$ cat src/rtl/ahb_arbiter.sv
// ahb_arbiter: round-robin AHB arbiter with fixed-length burst tracking.
// Locked transfers are compiled in only when AHB_ARB_LOCK_EN is defined.
module ahb_arbiter #(
  parameter int NUM_MASTERS    = 4,
  parameter int DEFAULT_MASTER = 0
) (
  input  logic                           clock,
  input  logic                           Hreset,
  input  logic [NUM_MASTERS-1:0]         Hbusreq,
  input  logic [NUM_MASTERS-1:0]         Hlock,
  input  logic [1:0]                     Htrans,
  input  logic [2:0]                     Hburst,
  input  logic                           Hreadyout,
  output logic [NUM_MASTERS-1:0]         Hgrant,
  output logic [$clog2(NUM_MASTERS)-1:0] Hmaster,
  output logic                           Hmastlock
);

  localparam int MW = $clog2(NUM_MASTERS);
  localparam logic [NUM_MASTERS-1:0] GRANT_DEF =
    NUM_MASTERS'(1) << DEFAULT_MASTER;

  localparam logic [1:0] T_IDLE   = 2'b00;
  localparam logic [1:0] T_BUSY   = 2'b01;
  localparam logic [1:0] T_NONSEQ = 2'b10;
  localparam logic [1:0] T_SEQ    = 2'b11;

  typedef enum logic [1:0] {
    PARK,
    OWN,
    BURST,
    LOCK
  } state_e;

  state_e                 state_q, state_d;
  logic [3:0]             cnt_q, cnt_d;
  logic [MW-1:0]          ptr_q, ptr_d;
  logic [MW-1:0]          master_q, master_d;
  logic [NUM_MASTERS-1:0] grant_q, grant_d;
  logic                   mlock_q, mlock_d;

  logic [MW-1:0] gidx;
  logic [MW-1:0] win_idx;
  logic [MW-1:0] cand;
  logic          win_vld;
  logic [3:0]    burst_len;
  logic          burst_start;
  logic          lock_req;
  logic          do_arb;

  // Scan from ptr+1 downward in priority so the nearest requester wins.
  always_comb begin
    win_vld = 1'b0;
    win_idx = ptr_q;
    cand    = ptr_q;
    for (int i = NUM_MASTERS; i >= 1; i--) begin
      cand = MW'((int'(ptr_q) + i) % NUM_MASTERS);
      if (Hbusreq[cand]) begin
        win_vld = 1'b1;
        win_idx = cand;
      end
    end
  end

  always_comb begin
    gidx = '0;
    for (int i = 0; i < NUM_MASTERS; i++) begin
      if (grant_q[i]) gidx = MW'(i);
    end
  end

  always_comb begin
    unique case (Hburst[2:1])
      2'b01:   burst_len = 4'd3;
      2'b10:   burst_len = 4'd7;
      2'b11:   burst_len = 4'd15;
      default: burst_len = 4'd0;
    endcase
  end

  assign burst_start = (Htrans == T_NONSEQ) &&
                       (Hburst[2:1] != 2'b00);

`ifdef AHB_ARB_LOCK_EN
  assign lock_req = Hlock[gidx];
`else
  logic unused_lock;
  assign unused_lock = ^Hlock;
  assign lock_req    = 1'b0;
`endif

  always_comb begin
    state_d  = state_q;
    cnt_d    = cnt_q;
    ptr_d    = ptr_q;
    grant_d  = grant_q;
    master_d = master_q;
    mlock_d  = mlock_q;
    do_arb   = 1'b0;
    if (Hreadyout) begin
      master_d = gidx;
      unique case (state_q)
        PARK: do_arb = 1'b1;
        OWN: begin
          if (lock_req) begin
            state_d = LOCK;
          end else if (burst_start) begin
            state_d = BURST;
            cnt_d   = burst_len;
          end else begin
            do_arb = 1'b1;
          end
        end
        BURST: begin
          unique case (Htrans)
            T_SEQ: begin
              if (cnt_q > 4'd1) cnt_d = cnt_q - 4'd1;
              else              do_arb = 1'b1;
            end
            T_BUSY: ;
            T_NONSEQ: begin
              if (burst_start) cnt_d = burst_len;
              else             do_arb = 1'b1;
            end
            default: do_arb = 1'b1;
          endcase
        end
        LOCK: begin
          if (!lock_req && Htrans != T_BUSY) do_arb = 1'b1;
        end
        default: do_arb = 1'b1;
      endcase
      if (do_arb) begin
        cnt_d = '0;
        if (win_vld) begin
          state_d = OWN;
          grant_d = NUM_MASTERS'(1) << win_idx;
          ptr_d   = win_idx;
        end else begin
          state_d = PARK;
          grant_d = GRANT_DEF;
        end
      end
      mlock_d = (state_d == LOCK);
    end
  end

  always_ff @(posedge clock or posedge Hreset) begin
    if (Hreset) begin
      state_q  <= PARK;
      cnt_q    <= '0;
      ptr_q    <= MW'(DEFAULT_MASTER);
      grant_q  <= GRANT_DEF;
      master_q <= MW'(DEFAULT_MASTER);
      mlock_q  <= 1'b0;
    end else begin
      state_q  <= state_d;
      cnt_q    <= cnt_d;
      ptr_q    <= ptr_d;
      grant_q  <= grant_d;
      master_q <= master_d;
      mlock_q  <= mlock_d;
    end
  end

  assign Hgrant    = grant_q;
  assign Hmaster   = master_q;
  assign Hmastlock = mlock_q;

endmodule

$ cat config.mk
export PLATFORM = sky130hd
export DESIGN_NAME = ahb_arbiter
export DESIGN_NICKNAME = d
export VERILOG_FILES = /design/src/rtl/ahb_arbiter.sv
export SDC_FILE = /design/constraint.sdc
export NUM_CORES = 1
export LEC_CHECK = 0
export BUFFER_PORTS_ARGS = -buffer_cell sky130_fd_sc_hd__buf_2
export CAP_MARGIN = 20
export CORE_MARGIN = 8
export CORE_UTILIZATION = 24
export DETAILED_ROUTE_END_ITERATION = 10
export GPL_TIMING_DRIVEN = 0
export HOLD_SLACK_MARGIN = 0.12
export PLACE_DENSITY = 0.51
export SYNTH_ARGS = -nofsm -noshare
export SYNTH_HDL_FRONTEND = slang
export SYNTH_SLANG_ARGS = --single-unit
export TNS_END_PERCENT = 1
$ cat constraint.sdc
create_clock -name clock -period 4.05 [get_ports clock]
set_input_delay 0.6075 -clock clock [delete_from_list [all_inputs] [get_ports clock]]
set_output_delay 0.6075 -clock clock [all_outputs]
set_load 0.05 [all_outputs]
Yosys cells after proc, flatten, opt, wreduce, memory -nomap -nowiden
Index checks and enable logic that the tools add are counted.
Word-level totals
  bits of input ports: 16
  logic and storage cells: 74
  output and inout port bits: 7
  bits in registers: 15
Cells by class
  equal/unequal tests: 13
  shifts and indexed selects: 1
  reductions and logical operators: 7
  $add $sub $neg: 5
  $lt $le $gt $ge: 5
  muxes and demuxes: 37
Operators by type and width (count)
  2-bit two-way mux: 10
  4-bit two-way mux: 4
  4-bit one-hot mux with 2 select lines: 2
  2-bit equality test (second input constant): 7
  1-bit two-way mux: 14
  2-bit by 3-bit less-than comparator with 1-bit output (second input constant): 4
  4-bit one-hot mux with 3 select lines: 1
  1-bit binary-select mux with 2-bit select: 4
  2-bit by 1-bit equality test with 1-bit output (second input constant): 3
  2-bit by 1-bit adder with 2-bit output (second input constant): 2
  2-bit adder (second input constant): 2
  4-bit by 1-bit greater-than comparator with 1-bit output (second input constant): 1
  4-bit by 3-bit inequality test with 1-bit output (second input constant): 1
  4-bit inequality test (second input constant): 1
  1-bit one-hot mux with 4 select lines: 1
  4-bit AND reduction: 1
  1-bit by 2-bit << shifter with 4-bit output (first input constant): 1
  4-bit by 1-bit subtractor with 4-bit output (second input constant): 1
  1-bit one-hot mux with 3 select lines: 1
  3-bit AND reduction: 1
  3-bit nonzero test: 1
  2-bit zero test: 1
  2-bit by 1-bit inequality test with 1-bit output (second input constant): 1
  2-bit AND reduction: 1
  other kinds (2): 2

Logic depth before layout (Yosys ltp)
Gate-level depths: netlist of the first run.
  depth after elaboration: 11
  gate-level depth with buffers: 7
  gate-level depth less buffers: 7

Worst setup path after synthesis of the first run
No wires, ideal clock.
  kind: flip-flop to flip-flop
  start: register cnt_q[0]
  end: register grant_q[1], in the netlist Hgrant[1]
  library setup time: 121 ps
  stages on the path, launching flop included: 8
  data arrival time: 1427 ps
  data required time: 3929 ps
  period minus slack after synthesis: 1548 ps
  slack: 2502 ps
  path buffers: 0
  path through: dfrtp_1 > inv_1 > ha_1 > nor2_1 > nor4b_4 > o211ai_2 > nor2_2 > a22o_1
Between the ends
  longest elaborated chain between the ends: 6
RTL lines
  start, declared: RTL line 36  | logic [3:0] cnt_q, cnt_d;
  start signal, assigned: RTL line 158  | cnt_q <= cnt_d;
  4-bit by 1-bit greater-than comparator with 1-bit output: RTL line 117  | if (cnt_q > 4'd1) cnt_d = cnt_q - 4'd1;
  1-bit two-way mux: RTL line 117
  1-bit one-hot mux with 3 select lines: RTL line 115  | unique case (Htrans)
  1-bit one-hot mux with 4 select lines: RTL line 102  | unique case (state_q)
  1-bit two-way mux: RTL line 100  | if (Hreadyout) begin
  2-bit AND reduction (no source line)
  end signal, assigned: RTL line 160  | grant_q <= grant_d;
  end, declared: RTL line 39  | logic [NUM_MASTERS-1:0] grant_q, grant_d;
No other way between the ends. The select of a mux whose other input is x is not followed.
A chain may end at the register's enable or synchronous reset.

Worst setup path after layout of the first run
Ends and elaborated chain as after synthesis.

==> impl_results.md, run 1 <==
* Clock root cell: clkbuf_8
* Critical Path Start Type: register
* Sum Neg Setup Slack at 0 ps
* Drt via density at 4.46
* Reg clk slew, reported paths at 60 ps
* Drt drc at 0
* Initial core utilization at 24.8%
* Synthesized net count at 107
* Netlist cell types at 36
* Die X at 77.2 um
* Final GP Congestion at 0.740
* DRT iter0 DRCs at 38
* Antenna diodes at 0
* DRT antenna net count at 0
* Synth Area in Adders at 2.78%
* First-pass iteration count of the detailed router at 2
* Initial antenna violation count at 0
* Deepest clock path buffer count at 2
* Final Skew at 1.35 ps
* # setup viols final at 0
* Placed Instances at 154
* Max-slew headroom at 61.5%
* Fin crit share at 41.6%
* Final hold violations at 0
* # hold bufs at CTS at 0
* Post-layout minimum cycle time at 1690 ps
* PwrDens at 614 nW/um2
* Vias in the first global route at 684
* Setup bufs post-CTS at 0
* RR Startpoint: cnt_q[0]
* XOR/XNOR Fraction of Synth Area at 2.92%
* Grt ovf at 0
* IO Count at 23
* CP Max Fanout at 7
* Worst EP arrival at 1820 ps
* Most common cell after layout, fill and taps aside: buf_2
* Warnings from Yosys at 0
* Simple-gate area share of the yosys netlist at 18.1%
* Die area at 5960 um2
* Mapped Cells at 89
* Non-filler instance count after layout at 158
* Compound-Gate Fraction of Synth Area at 28.2%
* Total wire length at 1920 um
* Die span in y at 77.2 um
* CTS-repair resized insts at 0
* Fin. max-slew vios at 0
* H-tree Lvls at 1
* Core area at 3630 um2
* Seq/Total Area, Yosys at 41.9%
* Most frequent cells in the layout: 17 x buf_2, 14 x dfrtp_1, 9 x nand2_1
* GRT Resource Usage Total at 6.70%
* Syn Area/Cell at 10.1 um2
* Largest family of logic cells by synthesized area: compound AO/OA/AOI/OAI gates
* CP Launch Point: cnt_q[0]
* Max Fclk at 593 MHz
* Layout cells sized above 1 at 33.6%
* P&R area growth vs syn at 21.3%
* Status: finished, final reports clean
* Crit Path Category: reg -> reg
* Post-Syn Area at 900 um2
* Input/output buffers at 17
* Via count at 705
* Nets at 129
* RSZ-0062 raised after global routing: false
* WL/cell at 12.2 um
* #FFs+latches synth at 15
* Post-DP HPWL at 1500 um
* Maxcap violations at 0
* CTS tree: done
* CP endpoint kind: register
* Worst Max-Slew Pin Slew at 573 ps
* TritonCTS Buffers at 3
* Mux contribution to synthesized area at 1.11%
* Worst Hold Class: in -> async
* Area of the multi-input gates at 478 um2
* Leakage at 0.000507 uW
* Clk sink count at 15
* Register area at 377 um2
* Filler Cell Count at 390
* First-pass GRT wire length at 3220 um
* Largest net degree at the start of global routing at 16
* Worst-Skew Late Latency at 250 ps
* Worst EP required at 4190 ps
* Row Count at 22
* VDD IR max at 0.140 mV
## per-layer routing
metal | global-route usage, % | up-vias | wire length (um)
li1 | - | 368 | -
met1 | 7.79 | 320 | 918
met3 | 2.80 | 4 | 114
met5 | 0 | - | 0
met2 | 10.0 | 13 | 840
met4 | 3.96 | 0 | 47
## path summary, 6_finish.rpt
check,cells past startpoint,slack (ps),endpoint
worst min-delay path,2,400,Hmaster[1]
min in group clock,2,510,Hmaster[1]
worst max register to register,7,2360,Hgrant[1]
worst max-delay path,7,2360,Hgrant[1]
worst min register to register,2,510,Hmaster[1]
max in group asynchronous,2,3280,Hgrant[0]
## worst max-delay path, stage by stage, from the launching register on
cell,delay (ps)
dfrtp_1,410
inv_1,60
ha_1,220
nor2_1,180
nor4b_4,80
o211ai_2,340
nor2_2,90
a22o_1,200
## state kept, by name, indices dropped and copies added, names as in the netlist
register and cells:
Hmaster 2, state_q 2, Hmastlock 1, cnt_q 4
Hgrant 4, ptr_q 2
## Yosys cell counts (all sizes together)
library cell  instances  area share (%)
nand3                 1            0.56
nand3b                1            0.83
nor3b                 1            0.83
o211ai                3             3.6
buf                   2             2.5
or3b                  1            0.97
dfrtp                14              39
a21o                  2             1.9
nor2b                 1             1.5
nand2b                1            0.70
o22ai                 2             1.4
nor3                  1            0.56
nand2                 9             3.8
a211o                 1            0.97
a21oi                10             6.4
nor4b                 1             2.6
a22o                  2             1.9
o41a                  1             1.3
mux2i                 1             1.1
ha                    2             2.8
o22a                  3             2.9
inv                   6             2.5
o31ai                 3             3.1
a32oi                 1            0.97
dfstp                 1             2.9
o21a                  2             1.8
o21ai                 1            0.56
xor2                  3             2.9
nor2                 10             4.7
and3b                 1            0.97
a211oi                1             1.4
## cell families after synthesis
family | count (synthesis)
AOI/OAI and AO/OA | 32
and+or+nand+nor | 28
DFF | 15
buffers and inverters | 8
xor gates and xnor gates | 3
adders and majority gates | 2
muxes | 1
## power by group
group,switching [uW],internal [uW]
clock network,53.5,68.1
registers,39.9,198
logic,204,107
## area by class of cell
type | count | area share (%)
Multi-Input combinational cell | 66 | 43.8
Sequential cell | 15 | 34.5
Timing Repair Buffer | 17 | 7.80
Tap cell | 48 | 5.50
Clock buffer | 3 | 3.78
Buffer | 2 | 2.06
Inverter | 6 | 2.06
Clock inverter | 1 | 0.459
## metrics by stage
stage               hold slack, ps  total power (uW)  cell area, um2  utilization [%]  worst slack, ps
finish                         402               670            1090             30.0             2360
global route                   456               722            1090             30.0             2200
CTS                            424               680            1090             30.0             2360
detailed placement             509               554            1040             28.8             2300
global placement               500               546            1040             28.8             2290
floorplan                      505               483             900                -             2500
Power figures use the tool's default switching activity.
==> run 2, diff against run 1 <==
==> constraint.sdc (replaced) <==
create_clock -name clock -period 1.66 [get_ports clock]
set_input_delay 0.249 -clock clock [delete_from_list [all_inputs] [get_ports clock]]
set_output_delay 0.249 -clock clock [all_outputs]
set_load 0.05 [all_outputs]
==> impl_results.md, run 2 (synthesis results as in run 1) <==
* Status: finished, final reports clean
* Final Util at 31.7%
* CP Max Fanout at 4
* Reg2Reg Depth at 7
* CTS tree: done
* Drt drc at 0
* DRT iter0 DRCs at 36
* Worst Max-Slew Pin Slew at 578 ps
* Layout cells sized above 1 at 39.5%
* CP endpoint kind: register
* Met3 WL post-DR at 103 um
* Grt ovf at 0
* H-tree Lvls at 1
* Deepest clock path buffer count at 2
* Fin crit share at 98.7%
* Slowest stage cell, crit path: dfrtp_1
* Input/output buffers at 17
* IO Count at 23
* Setup WS pre-CTS at -21.8 ps
* DRT antenna net count at 0
* PwrDens at 1470 nW/um2
* Final hold violations at 0
* Core area at 3630 um2
* Row Count at 22
* Crit path largest cell delay at 380 ps
* Final GP Congestion at 0.740
* Max-slew headroom at 61.1%
* Most frequent cells in the layout: 17 x buf_2, 14 x dfrtp_1, 9 x nand2_1
* Clock root cell: clkbuf_8
* Leakage at 0.000526 uW
* Worst-Skew Late Latency at 250 ps
* Most common cell after layout, fill and taps aside: buf_2
* Antenna diodes at 0
* Critical Path Start Type: register
* Via count at 726
* Die span in y at 77.2 um
* P&R area growth vs syn at 28.0%
* Max layer used: met4
* Fin. max-slew vios at 0
* Fin worst setup slack at 22.0 ps
* Initial antenna violation count at 0
* Post-layout minimum cycle time at 1640 ps
* Worst EP arrival at 1780 ps
* Final Skew at 0.934 ps
* GRT Resource Usage Total at 6.75%
* First-pass GRT wire length at 3250 um
* First-pass iteration count of the detailed router at 4
* RSZ-0062 raised after global routing: true
* # setup viols final at 0
* Die area at 5960 um2
* Nets at 133
* Post-DP HPWL at 1500 um
* WL/cell at 12.1 um
* Clk sink count at 15
* Worst EP required at 1800 ps
* Die X at 77.2 um
* Initial core utilization at 24.8%
* VDD IR max at 0.344 mV
* Met1 WL at 916 um
* Reg clk slew, reported paths at 60 ps
* TritonCTS Buffers at 3
* Crit Path Category: reg -> reg
* Worst Hold Class: in -> reg
* Maxcap violations at 0
* Total wire length at 1960 um
* Critical-path cell list: inv_2 -> ha_1 -> nor2_2 -> nor4b_4 -> o21a_2 -> a21oi_2 -> o22a_1
* Largest net degree at the start of global routing at 16
* Drt via density at 4.48
* Hold Crit Depth at 3
* Vias in the first global route at 690
* Max Fclk at 611 MHz
* Met2 wire len at 896 um
-- run 2: through the flow --
step,hold WS [ps],total power (uW),instance area [um2],TNS (ps),std cells
after floorplan,150,1180,900,0,89
after global placement,327,1330,1040,-8.33,154
after detailed placement,333,1350,1040,-69.3,154
after CTS,350,1660,1100,-14.0,159
after global routing,371,1820,1150,-146,162
final,343,1690,1150,0,162
-- run 2: power breakdown --
group	total [uW]	internal, uW	switching [uW]
sequential	579	482	96.8
combinational	812	295	516
clock	301	166	134
-- run 2: critical path, delay by kind of cell (launching register included) --
kind	cells	cell delay, ps
and+or+nand+nor	2	400
AOI/OAI and AO/OA	3	490
DFF	1	380
buffers and inverters	1	90
adders and majority gates	1	170
-- run 2: what timing repair did --
| action | in CTS | in global routing |
|---|---|---|
| hold buffers | 1 | 0 |
| endpoints found under the setup margin | 4 | 9 |
| buffers inserted | 0 | 3 |
| pin swaps | 1 | 7 |
| cloned | 0 | 0 |
| resized for setup | 0 | 7 |
| endpoints found under the hold margin | 14 | 0 |
-- run 2: layout make-up --
cell class              count  area, um2
fillers                   384       2480
multi-input cells          66        505
flip-flops and latches     15        377
repair buffers             21        118
well taps                  48       60.1
clock buffers               3       41.3
plain buffers               2       22.5
inverters                   6       22.5
clock inverters             1       5.00
-- run 2: metal layers --
metal,GRT usage [%],vias to the layer above
li1,-,375
met1,7.85,334
met2,10.2,13
met3,2.68,4
met4,3.96,0
met5,0,-
-- run 2: path summary, 6_finish.rpt --
check | start | end | slack [ps]
min reg2reg | Hmaster[1] | Hmaster[1] | 510
min in group asynchronous | Hreset | Hmaster[1] | 600
max | cnt_q[1] | cnt_q[0] | 20
min | Hreadyout | Hmaster[1] | 340
max in group asynchronous | Hreset | Hgrant[0] | 690
max reg2reg | cnt_q[1] | cnt_q[0] | 20
==> run 3, diff against run 2 <==
--- a/config.mk
+++ b/config.mk
@@ -7,11 +7,12 @@
 export LEC_CHECK = 0
 export BUFFER_PORTS_ARGS = -buffer_cell sky130_fd_sc_hd__buf_2
 export CAP_MARGIN = 20
-export CORE_MARGIN = 8
+export CORE_MARGIN = 2
 export CORE_UTILIZATION = 24
 export DETAILED_ROUTE_END_ITERATION = 10
 export GPL_TIMING_DRIVEN = 0
 export HOLD_SLACK_MARGIN = 0.12
+export MAX_ROUTING_LAYER = met4
 export PLACE_DENSITY = 0.51
 export SYNTH_ARGS = -nofsm -noshare
 export SYNTH_HDL_FRONTEND = slang
==> impl_results.md, run 3 (synthesis results as in run 1) <==
* Area of the multi-input gates at 523 um2
* Input/output buffers at 17
* Failing checks: setup timing
* Final GP Congestion at 0.771
* H-tree Lvls at 1
* Bufs and invs on worst path at 1
* Reg clk slew, reported paths at 70 ps
* Nets at 135
* Most common cell after layout, fill and taps aside: buf_2
* # setup viols final at 2
* Worst EP arrival at 1830 ps
* First-pass GRT wire length at 3210 um
* Crit-path leading delay family: compound AO/OA/AOI/OAI gates
* Largest net degree at the start of global routing at 16
* Die span in y at 65.2 um
* Clock root cell: clkbuf_8
* Leakage at 0.000538 uW
* Critical Path Start Type: register
* Critical-path cell list: inv_2 -> ha_4 -> nor2_2 -> nor4b_4 -> o21a_2 -> a21oi_2 -> o22a_1
* Clk sink count at 15
* Antenna diodes at 0
* Layout cells sized above 1 at 43.1%
* Drt via density at 4.57
* Worst EP required at 1790 ps
* Setup WS pre-CTS at -38.3 ps
* Slowest stage cell, crit path: dfrtp_1
* Filler Cell Count at 375
* PwrDens at 1450 nW/um2
* Maxcap violations at 0
* Total wire length at 1990 um
* GRT Resource Usage Total at 9.90%
* Die X at 65.2 um
* Worst-Skew Late Latency at 250 ps
* VDD IR max at 0.339 mV
* Fin worst setup slack at -36.7 ps
* Final Skew at 6.37 ps
* Row Count at 22
* CP Max Fanout at 5
* Max Fclk at 589 MHz
* WL/cell at 12.1 um
* Most frequent cells in the layout: 17 x buf_2, 13 x dfrtp_1, 9 x nand2_1
* Drt drc at 0
* Initial core utilization at 24.8%
* Status: finished, violations left
* Vias in the first global route at 729
* DRT antenna net count at 0
* Register area at 378 um2
* RSZ-0062 raised after global routing: true
* DRT iter0 DRCs at 14
* Final hold violations at 0
* Fin crit share at 102%
* P&R area growth vs syn at 31.7%
* Via count at 749
* Deepest clock path buffer count at 2
* Reg-to-reg setup timing slack at -40 ps
* Fin. max-slew vios at 0
* Crit Path Category: reg -> reg
* CP endpoint kind: register
* Post-route cell area at 1180 um2
* Initial antenna violation count at 0
* Crit path largest cell delay at 400 ps
* Die area at 4250 um2
* IO Count at 23
* First-pass iteration count of the detailed router at 4
* Core area at 3630 um2
* CTS tree: done
* Post-layout minimum cycle time at 1700 ps
* DP Area at 1040 um2
* Post-DP HPWL at 1470 um
* TritonCTS Buffers at 3
* Worst Max-Slew Pin Slew at 618 ps
* Max-slew headroom at 58.4%
* Worst Hold Class: in -> reg
* Pwr Total at 1720 uW
* Grt ovf at 0
run 3: changes by cell type in the layout (fill, tap and decap cells not counted):
cell     previous run  this run
o31ai_1             2         1
ha_4                1         2
buf_4               3         5
dfrtp_1            14        13
ha_1                1         0
o31ai_2             1         2
dfrtp_2             0         1
run 3: where the power goes:
part	total (uW)	internal (uW)	switching (uW)
clock network	296	166	130
registers	587	483	104
logic	838	309	529
run 3: layout make-up:
class / count / share of cell area [%]
plain buffers: 2 / 1.90
clock buffers: 3 / 3.48
clock inverters: 1 / 0.422
inverters: 6 / 1.90
multi-input cells: 66 / 44.1
flip-flops and latches: 15 / 31.9
well taps: 48 / 5.07
repair buffers: 23 / 11.2
run 3: final timing paths:
kind | startpoint | end | depth (start not counted)
hold reg to reg | Hmaster[0] | Hmaster[0] | 2
setup reg to reg | cnt_q[1] | cnt_q[0] | 7
max in group asynchronous | Hreset | cnt_q[0] | 3
setup / recovery | cnt_q[1] | cnt_q[0] | 7
hold / removal | Hreadyout | Hmaster[0] | 3
min in group asynchronous | Hreset | Hmaster[0] | 3
run 3: metrics by stage:
step / utilization (%) / hold slack, ps / setup TNS (ps) / instances
5_1_grt: 32.6 / 372 / -385 / 164
2_1_floorplan: - / 150 / 0 / 89
3_3_place_gp: 28.8 / 324 / 0 / 154
4_1_cts: 30.6 / 347 / 0 / 160
3_5_place_dp: 28.8 / 338 / -126 / 154
6_report: 32.6 / 344 / -47.7 / 164
run 3: repair_timing:
action | in CTS | in global routing
buffers inserted | 1 | 4
hold buffers | 1 | 0
endpoints found under the setup margin | 4 | 9
pin swaps | 1 | 10
gates cloned | 0 | 0
endpoints found under the hold margin | 14 | 0
gates resized for setup | 1 | 10
run 3: routing by layer:
layer  routed length, um  share of wire [%]  global-route usage (%)  vias up
met5                   0                  0                       -        -
met4                  36                1.8                    4.69        0
met3                  83                4.2                    1.88        4
met2                 956                 48                    15.9       13
met1                 914                 46                    12.0      356
li1                    -                  -                       -      376
run 3: worst register-to-register path: stages (launching register included):
cell and delay (ps):
dfrtp_1 400, inv_2 110, ha_4 150, nor2_2 40, nor4b_4 380, o21a_2 240
a21oi_2 40, o22a_1 220
